--- config.mk ---
export PLATFORM = sky130hd
export DESIGN_NAME = ram_req_arb
export DESIGN_NICKNAME = d
export VERILOG_FILES = /design/src/rtl/ram_req_arb.sv
export SDC_FILE = /design/constraint.sdc
export NUM_CORES = 1
export LEC_CHECK = 0
export ABC_AREA = 1
export BUFFER_PORTS_ARGS = -buffer_cell sky130_fd_sc_hd__buf_2
export CORE_ASPECT_RATIO = 1.25
export CORE_MARGIN = 2
export CORE_UTILIZATION = 43
export CTS_CLUSTER_DIAMETER = 120
export DETAILED_ROUTE_END_ITERATION = 16
export PLACE_DENSITY_LB_ADDON = 0.12
export SYNTH_ARGS = -nofsm -noshare
export SYNTH_HDL_FRONTEND = slang
export SYNTH_SLANG_ARGS = --single-unit
--- constraint.sdc ---
create_clock -name clk -period 5.2 [get_ports clk]
set_clock_uncertainty 0.2 [all_clocks]
set_input_delay 0 -clock clk [delete_from_list [all_inputs] [get_ports clk]]
set_output_delay 0 -clock clk [all_outputs]
set_load 0.01 [all_outputs]
--- src/rtl/ram_req_arb.sv ---
// Two-client arbiter in front of a dual-port RAM: client A owns RAM port A, client B owns port B.
// Same-address collisions are resolved by stalling one client for a cycle.

// Per-client RAM-side registers and read-return pipeline.
module ram_req_arb_port #(
    parameter int AW     = 8,
    parameter int DW     = 32,
    parameter int RD_LAT = 1
) (
    input  logic          clk,
    input  logic          rst,
    input  logic          acc,
    input  logic          we,
    input  logic [AW-1:0] addr,
    input  logic [DW-1:0] wdata,
    input  logic [DW-1:0] ram_data,
    output logic [AW-1:0] ram_addr,
    output logic [AW-1:0] ram_addr_wr,
    output logic [DW-1:0] ram_data_in,
    output logic          ram_we,
    output logic          rvalid,
    output logic [DW-1:0] rdata
);

    localparam int PIPE_W = RD_LAT + 1;

    logic [AW-1:0]     ram_addr_d,    ram_addr_q;
    logic [AW-1:0]     ram_addr_wr_d, ram_addr_wr_q;
    logic [DW-1:0]     ram_data_in_d, ram_data_in_q;
    logic              ram_we_d,      ram_we_q;
    logic [PIPE_W-1:0] rd_pipe_d,     rd_pipe_q;
    logic [DW-1:0]     rdata_d,       rdata_q;

    // NOTE: every always_comb output gets a default first, so no path can infer a latch.
    always_comb begin
        ram_addr_d    = ram_addr_q;
        ram_addr_wr_d = ram_addr_wr_q;
        ram_data_in_d = ram_data_in_q;
        ram_we_d      = 1'b0;
        rd_pipe_d     = (rd_pipe_q << 1) | PIPE_W'(acc && !we);
        rdata_d       = rdata_q;
        if (acc) begin
            if (we) begin
                ram_addr_wr_d = addr;
                ram_data_in_d = wdata;
                ram_we_d      = 1'b1;
            end else begin
                ram_addr_d = addr;
            end
        end
        if (rvalid) begin
            rdata_d = ram_data;
        end
    end

    // NOTE: sequential state uses non-blocking assignments only, so every flop samples pre-edge values.
    always_ff @(posedge clk or posedge rst) begin
        if (rst) begin
            ram_addr_q    <= '0;
            ram_addr_wr_q <= '0;
            ram_data_in_q <= '0;
            ram_we_q      <= 1'b0;
            rd_pipe_q     <= '0;
            rdata_q       <= '0;
        end else begin
            ram_addr_q    <= ram_addr_d;
            ram_addr_wr_q <= ram_addr_wr_d;
            ram_data_in_q <= ram_data_in_d;
            ram_we_q      <= ram_we_d;
            rd_pipe_q     <= rd_pipe_d;
            rdata_q       <= rdata_d;
        end
    end

    // Return data passes straight through in the valid cycle and is held afterwards.
    assign rvalid      = rd_pipe_q[RD_LAT];
    assign rdata       = rvalid ? ram_data : rdata_q;
    assign ram_addr    = ram_addr_q;
    assign ram_addr_wr = ram_addr_wr_q;
    assign ram_data_in = ram_data_in_q;
    assign ram_we      = ram_we_q;

endmodule

module ram_req_arb #(
    parameter int AW     = 8,
    parameter int DW     = 32,
    parameter int RD_LAT = 1
) (
    input  logic          clk,
    input  logic          rst,
    input  logic          a_valid,
    output logic          a_ready,
    input  logic          a_we,
    input  logic [AW-1:0] a_addr,
    input  logic [DW-1:0] a_wdata,
    output logic          a_rvalid,
    output logic [DW-1:0] a_rdata,
    input  logic          b_valid,
    output logic          b_ready,
    input  logic          b_we,
    input  logic [AW-1:0] b_addr,
    input  logic [DW-1:0] b_wdata,
    output logic          b_rvalid,
    output logic [DW-1:0] b_rdata,
    output logic [AW-1:0] ram_addr_a,
    output logic [AW-1:0] ram_addr_b,
    output logic [AW-1:0] ram_addr_wr_a,
    output logic [AW-1:0] ram_addr_wr_b,
    output logic [DW-1:0] ram_data_in_a,
    output logic [DW-1:0] ram_data_in_b,
    output logic          ram_we_a,
    output logic          ram_we_b,
    input  logic [DW-1:0] ram_data_a,
    input  logic [DW-1:0] ram_data_b,
    output logic [15:0]   conflict_cnt
);

    logic        ww_conflict, rw_conflict;
    logic        a_acc, b_acc;
    logic        prio_d, prio_q;
    logic [15:0] conflict_cnt_d, conflict_cnt_q;

    always_comb begin
        ww_conflict = a_valid && b_valid && (a_addr == b_addr) && a_we && b_we;
        rw_conflict = a_valid && b_valid && (a_addr == b_addr) && (a_we != b_we);
        a_ready     = !rst;
        b_ready     = !rst;
        if (ww_conflict) begin
            a_ready = !rst && !prio_q;
            b_ready = !rst && prio_q;
        end else if (rw_conflict) begin
            // The writer goes first so the stalled reader sees the new data.
            a_ready = !rst && a_we;
            b_ready = !rst && b_we;
        end
    end

    assign a_acc = a_valid && a_ready;
    assign b_acc = b_valid && b_ready;

    always_comb begin
        prio_d         = prio_q ^ ww_conflict;
        conflict_cnt_d = conflict_cnt_q;
        if ((ww_conflict || rw_conflict) && (conflict_cnt_q != 16'hFFFF)) begin
            conflict_cnt_d = conflict_cnt_q + 16'd1;
        end
    end

    always_ff @(posedge clk or posedge rst) begin
        if (rst) begin
            prio_q         <= 1'b0;
            conflict_cnt_q <= '0;
        end else begin
            prio_q         <= prio_d;
            conflict_cnt_q <= conflict_cnt_d;
        end
    end

    assign conflict_cnt = conflict_cnt_q;

    ram_req_arb_port #(.AW(AW), .DW(DW), .RD_LAT(RD_LAT)) u_port_a (
        .clk         (clk),
        .rst         (rst),
        .acc         (a_acc),
        .we          (a_we),
        .addr        (a_addr),
        .wdata       (a_wdata),
        .ram_data    (ram_data_a),
        .ram_addr    (ram_addr_a),
        .ram_addr_wr (ram_addr_wr_a),
        .ram_data_in (ram_data_in_a),
        .ram_we      (ram_we_a),
        .rvalid      (a_rvalid),
        .rdata       (a_rdata)
    );

    ram_req_arb_port #(.AW(AW), .DW(DW), .RD_LAT(RD_LAT)) u_port_b (
        .clk         (clk),
        .rst         (rst),
        .acc         (b_acc),
        .we          (b_we),
        .addr        (b_addr),
        .wdata       (b_wdata),
        .ram_data    (ram_data_b),
        .ram_addr    (ram_addr_b),
        .ram_addr_wr (ram_addr_wr_b),
        .ram_data_in (ram_data_in_b),
        .ram_we      (ram_we_b),
        .rvalid      (b_rvalid),
        .rdata       (b_rdata)
    );

endmodule

==> metrics, run 1 <==
Post-DP Area=0.00921 mm2; first-pass GRT wire length=33900 um; die width=121 um; max-cap viol count=0; post-CTS resize count=0; vias=6640; Max FO, Critical Path=51; htree depth=4; routed wire length=21700 um; DP Wirelength=14100 um; Critical Path Source Type=primary input; max incr delay on CP=760 ps; sequential cell area fraction in the yosys report=62.1%; Setup TNS Final=0 ps; status=finished, final reports clean; Port Buffers=331; # clock sinks=183; Avg WL per Cell=15.1 um; Worst-Skew Late Latency=420 ps; TritonCTS clock tree=done; Setup CP Type=primary input to register; Static Leakage=6.06 nW; Crit path max-delay family=buffers and inverters; First-pass DRT Iterations=4; Fin. Hold Viols=0; Post-route DRC=0; initial antenna violation count=0; Slew headroom=39.3%; Synth area leader=dfrtp_1; core area=0.0168 mm2; worst-path cell chain=dlygate4sd3_1, buf_2, clkinvlp_4, buf_4, nand3_1, nor2_2, dlygate4sd3_1, nand2_1, nand2_1, dlygate4sd3_1; power per cell area=337 mW/mm2; CP Data Required Time=5360 ps; layout cells sized above 1=36.5%; Final ANT Viol Nets=0; GR Overflow Total=0; Worst Setup End Kind=register; largest net degree at the start of global routing=74; Avg Cell Area, Syn=10.2 um2; RSZ-0062 raised after global routing=no; post-synth top area share=62.1%; vias per inst=4.61; Synth area leaders=dfrtp_1, nand2_1, mux2_2; I/O pins=332; Post-synth EDFFs=0; #FFs+latches synth=183; Final Max Tran Viols=0; Die Y=150 um; HP Class=primary input to register; ANT cells=0; DP Worst Slack=2800 ps; period utilization=57.0%; CP arrival=3130 ps; most frequent CP cell=dlygate4sd3_1; clk buf depth=2; Net Count, Synth=875; Max IR drop VDD=0.200 mV; synth unique cells=28; Post-synth top flop=dfrtp_1; Synth Warn #=0; Buf/Inv on CP=6; Num CTS Buffers=17; Iter 0 DRT Violations=403; Worst-path clk slew=70 ps; Layout Nets=1360; Layout Area Growth over Synthesis=53.6%; worst slew pin tran=911 ps; total track usage=23.9%; slowest stage cell on the critical path=dlygate4sd3_1; Post-synth ARST share=100%; row count=53; Root Driver=clkbuf_16; Worst Hold Depth=4; GP Congestion=0.811; die area=0.0182 mm2; cell count after synthesis=724; Final min period=2960 ps; vias in the first global route=6683; cell count of the worst reg-to-reg path=7; final setup fails=0; Crit path depth=10; Post-Syn Area=0.00737 mm2; Starting Density=43.9%; filler instances=1342; worst setup margin=2240 ps; Fmax=0.337 GHz; Post-Layout Inst Area=0.0113 mm2
## stage by stage
stage	hold WS, ps	power, W	util (%)	instances
final	89.1	0.00382	67.5	1439
after global routing	100	0.00401	67.5	1439
after CTS	72.9	0.00385	67.5	1439
after detailed placement	-2.51	0.00249	54.9	1255
after global placement	-5.76	0.00247	54.9	1255
after floorplan	-152	0.00213	-	724
## cells by family after synthesis
kind of cell / Yosys count / share of synthesized area [%]
adder cells (fa/ha/maj): 1 / 0.170
AO/OA/AOI/OAI: 6 / 0.543
XOR/XNOR: 17 / 2.02
multiplexers: 64 / 9.78
flip-flops: 183 / 62.1
buffers and inverters: 57 / 3.63
AND/OR/NAND/NOR: 396 / 21.7
## worst register-to-register path: cells and delay by family, from the launching register on
| family | cells | cell delay, ps |
|---|---|---|
| DFF | 1 | 420 |
| and+or+nand+nor | 4 | 490 |
| buffers and inverters | 2 | 1300 |
| AOI/OAI and AO/OA | 1 | 240 |
## state kept, by name, summed over array words and instances, names as in the netlist, 8 cells and up
signal / flops
u_port_b.ram_addr_wr: 8
u_port_a.ram_addr_wr: 8
u_port_b.rdata_q: 32
u_port_b.ram_data_in: 32
u_port_b.ram_addr: 8
u_port_a.ram_data_in: 32
conflict_cnt: 16
u_port_a.rdata_q: 32
u_port_a.ram_addr: 8
## metal layers
layer	global-route usage (%)	share of wire, %	up-vias
li1	-	-	3234
met1	27.4	39	3139
met2	42.2	52	215
met3	5.76	5.7	52
met4	10.8	3.6	0
met5	0	0	-
## where the power goes
group          total [W]  internal, W  switching, W
logic           0.000833     0.000398      0.000435
registers        0.00173      0.00164     0.0000873
clock network    0.00126     0.000715      0.000544
total            0.00382      0.00275       0.00107
## synth_stat cells (5+ instances only)
| master | number |
|---|---|
| nor2_1 | 8 |
| buf_1 | 6 |
| xnor2_1 | 8 |
| buf_4 | 7 |
| xor2_1 | 9 |
| nor3_1 | 6 |
| nand3_1 | 22 |
| dfrtp_1 | 183 |
| inv_1 | 29 |
| nand4_1 | 6 |
| mux2_2 | 64 |
| nand2_1 | 342 |
| nor2_2 | 5 |
| buf_2 | 10 |
## timing repair
| action | in CTS | in global routing |
|---|---|---|
| hold buffers | 155 | 0 |
| hold endpoints to repair | 209 | 0 |
| endpoints found under the setup margin | 0 | 0 |
| buffers inserted | 0 | 0 |
## area by class of cell
type | instances | area (um2) | share of cell area, %
Sequential cell | 183 | 4580 | 40.4
Timing Repair Buffer | 493 | 3260 | 28.8
Multi-Input combinational cell | 484 | 2520 | 22.3
Clock buffer | 18 | 439 | 3.88
Tap cell | 220 | 275 | 2.43
Clock inverter | 11 | 128 | 1.13
Inverter | 30 | 116 | 1.03
## worst paths after layout
kind                                             from                        to  slack (ps)
min in group asynchronous                         rst   u_port_a.ram_data_in[5]         130
worst min register to register  u_port_b.rd_pipe_q[0]     u_port_b.rd_pipe_q[1]         150
worst max-delay path                              rst      u_port_a.ram_addr[2]        2240
worst min-delay path                       a_wdata[9]   u_port_a.ram_data_in[9]          90
max in group asynchronous                         rst  u_port_b.ram_data_in[15]        3320
worst max register to register                 prio_q      u_port_a.ram_addr[2]        2490
## cells in the final DEF (no fill, tap or decap), drive strengths merged
master	instances
inv	31
nand3	23
o21a	1
nand2	344
xor2	9
clkbuf	18
xnor2	8
bufinv	2
dfrtp	183
dlygate4sd3	155
nor3	6
nand3b	1
clkinvlp	4
o211ai	1
clkinv	4
mux2	64
ha	1
nor4	1
nor2	14
o21ai	4
nand4	7
buf	338
No activity file was read; power rests on OpenSTA's default activity.
==> inputs of run 2 (changes only) <==
--- a/config.mk
+++ b/config.mk
@@ -5,11 +5,11 @@
 export SDC_FILE = /design/constraint.sdc
 export NUM_CORES = 1
 export LEC_CHECK = 0
-export ABC_AREA = 1
+export ABC_AREA = 0
 export BUFFER_PORTS_ARGS = -buffer_cell sky130_fd_sc_hd__buf_2
 export CORE_ASPECT_RATIO = 1.25
 export CORE_MARGIN = 2
-export CORE_UTILIZATION = 43
+export CORE_UTILIZATION = 42
 export CTS_CLUSTER_DIAMETER = 120
 export DETAILED_ROUTE_END_ITERATION = 16
 export PLACE_DENSITY_LB_ADDON = 0.12
==> constraint.sdc (replaced) <==
create_clock -name clk -period 2.43 [get_ports clk]
set_clock_uncertainty 0.2 [all_clocks]
set_input_delay 0 -clock clk [delete_from_list [all_inputs] [get_ports clk]]
set_output_delay 0 -clock clk [all_outputs]
set_load 0.01 [all_outputs]
==> metrics, run 2 <==
vias in the first global route=5978 (-11%); register area=0.00458 mm2 (unchanged); Post-Layout Inst Area=0.0111 mm2 (-1.7%); WL met1=7570 um (-11%); Post-synth EDFFs=0 (unchanged); period utilization=97.4%; #FFs+latches synth=183 (unchanged); HP Class=primary input to asynchronous set/reset pin; Setup CP Type=primary input to register; Fmax=0.422 GHz; GP Congestion=0.850 (+4.7%); # clock sinks=183 (unchanged); power per cell area=745 mW/mm2 (+120%); Max FO, Critical Path=4 (-92%); htree depth=4 (unchanged); Die Y=149 um (-0.87%); DP Worst Slack=168 ps (-2630 ps); total track usage=22.5% (-1.4 points); Iter 0 DRT Violations=227 (-44%); Port Buffers=331 (unchanged); Final min period=2370 ps; Post-route DRC=0 (unchanged); Layout Nets=1089 (-20%); Setup crit start=a_valid; Fin. Hold Viols=0 (unchanged); GR Overflow Total=0 (unchanged); clk buf depth=2 (unchanged); final setup fails=0 (unchanged); CP arrival=2470 ps (-660 ps); Critical Path Source Type=primary input; most frequent cells in the layout=buf_2, dfrtp_1, mux2_2; worst setup margin=63.0 ps (-2170 ps); Starting Density=42.5% (-1.5 points); RSZ-0062 raised after global routing=no; die width=120 um (-0.87%); Num CTS Buffers=17 (unchanged); Worst Setup End Kind=register; max-cap viol count=0 (unchanged); Root Driver=clkbuf_16; DP Wirelength=13300 um (-6.0%); Post-Syn Area=0.00707 mm2 (-4.1%); worst slew pin tran=1060 ps (+146 ps); worst r2r dst=u_port_b.ram_data_in[29]; Synth area leaders=dfrtp_1, mux2_2, xnor2_1; CP Data Required Time=2530 ps (-2830 ps); die area=0.0179 mm2 (-1.7%); met3 WL post-DR=1250 um (+0.64%); Layout Area Growth over Synthesis=57.3%; vias=5566 (-16%); Worst-path clk slew=60 ps (about the same); synth unique cells=27 (-3.6%); initial antenna violation count=1 (+1); sequential cell area fraction in the yosys report=64.8% (+2.6 points); layout cells sized above 1=56.4% (+20 points); reg-to-reg critical path startpoint=prio_q; vias per inst=4.76 (+3.1%); status=finished, final reports clean; largest net degree at the start of global routing=88 (+19%); First-pass DRT Iterations=6 (+2); post-synth top area share=64.8% (+2.6 points); cell count of the worst reg-to-reg path=4 (-3); Worst-Skew Late Latency=420 ps (about the same); Non-Filler Instances=1170 (-19%); filler instances=1231 (-8.3%); core area=0.0166 mm2 (-0.79%); row count=53 (unchanged); R2R setup slack=160 ps (-2330 ps); top sig layer=met4; footprint of the multi-input gates=0.00237 mm2 (-6.0%); Post-DP Area=0.00902 mm2 (-2.0%); Avg WL per Cell=17.2 um (+14%); routed wire length=20100 um (-7.5%); Post-synth ARST share=100% (unchanged); Final ANT Viol Nets=0 (unchanged); cell count after synthesis=445 (-39%); Avg Cell Area, Syn=15.9 um2 (+56%); Synth area leader=dfrtp_1; Post-synth top flop=dfrtp_1; Max IR drop VDD=0.398 mV (+99%); Static Leakage=5.30 nW (-13%); Commonest cells post-synth=dfrtp_1, mux2_2, xnor2_1; first-pass GRT wire length=30900 um (-8.7%); Post-CTS Setup Inserts=0 (unchanged); metal2 WL=10600 um (-5.6%); Slew headroom=29.6% (-9.7 points); Net Count, Synth=596 (-32%); I/O pins=332 (unchanged); Post-Place Cells=984 (-22%); Synth Warn #=0 (unchanged); TritonCTS clock tree=done; Final Max Tran Viols=0 (unchanged); most common cell after layout, fill and taps aside=buf_2; most frequent cell after synthesis=dfrtp_1
run 2: cell type report:
cell class,count,share of cell area (%)
diodes,1,0.0225
clock inverters,13,1.11
well taps,220,2.47
clock buffers,17,3.82
repair buffers,496,29.9
multi-input cells,235,21.3
inverters,5,0.202
flip-flops and latches,183,41.2
run 2: critical path, stage by stage:
cell and delay, ps:
dlygate4sd3_1 550, buf_2 140, nand3_1 140, nor3_4 90, a2111oi_4 590, mux2_2 390, dlygate4sd3_1 560
run 2: worst max path at each step:
| stage | endpoint | cells past startpoint |
|---|---|---|
| CTS | u_port_b.ram_addr_wr[0] | 8 |
| finish | u_port_b.ram_addr[5] | 7 |
| detailed placement | u_port_b.ram_addr_wr[5] | 8 |
| floorplan | u_port_b.ram_addr_wr[2] | 5 |
| global route | u_port_b.ram_addr[5] | 7 |
| global placement | u_port_b.ram_addr_wr[2] | 8 |
run 2: timing repair:
action                     in CTS  in global routing
hold buffers                  155                  0
gates resized for setup         0                  1
setup endpoints to repair       0                  3
hold endpoints to repair      272                  0
run 2: kinds of logic after synthesis:
logic type,Yosys count,share of synthesized area (%)
mux,161,25.6
compound gates,6,0.920
fa+ha+maj,1,0.177
simple gates,43,3.52
xor+xnor,24,2.97
buf+inv,27,2.02
flops,183,64.8
run 2: through the flow:
| stage | setup TNS, ps | total power, W | util [%] | hold WS (ps) |
|---|---|---|---|---|
| 3_5_place_dp | 0 | 0.00553 | 54.2 | -18.9 |
| 6_report | 0 | 0.00828 | 66.8 | 82.9 |
| 4_1_cts | 0 | 0.00834 | 66.8 | 66.0 |
| 2_1_floorplan | -134760 | 0.00469 | - | -156 |
| 5_1_grt | 0 | 0.00870 | 66.8 | 111 |
| 3_3_place_gp | 0 | 0.00547 | 54.2 | -27.8 |
run 2: metal layers:
layer | GRT usage, % | up-vias
li1 | - | 2549
met1 | 24.8 | 2739
met2 | 40.0 | 230
met3 | 6.65 | 48
met4 | 10.1 | 0
met5 | 0 | -
run 2: power by group:
group	total [W]	switching [W]	internal (W)
registers	0.00376	0.000201	0.00355
clock network	0.00258	0.00117	0.00141
logic	0.00194	0.000916	0.00103
total	0.00828	0.00229	0.00599
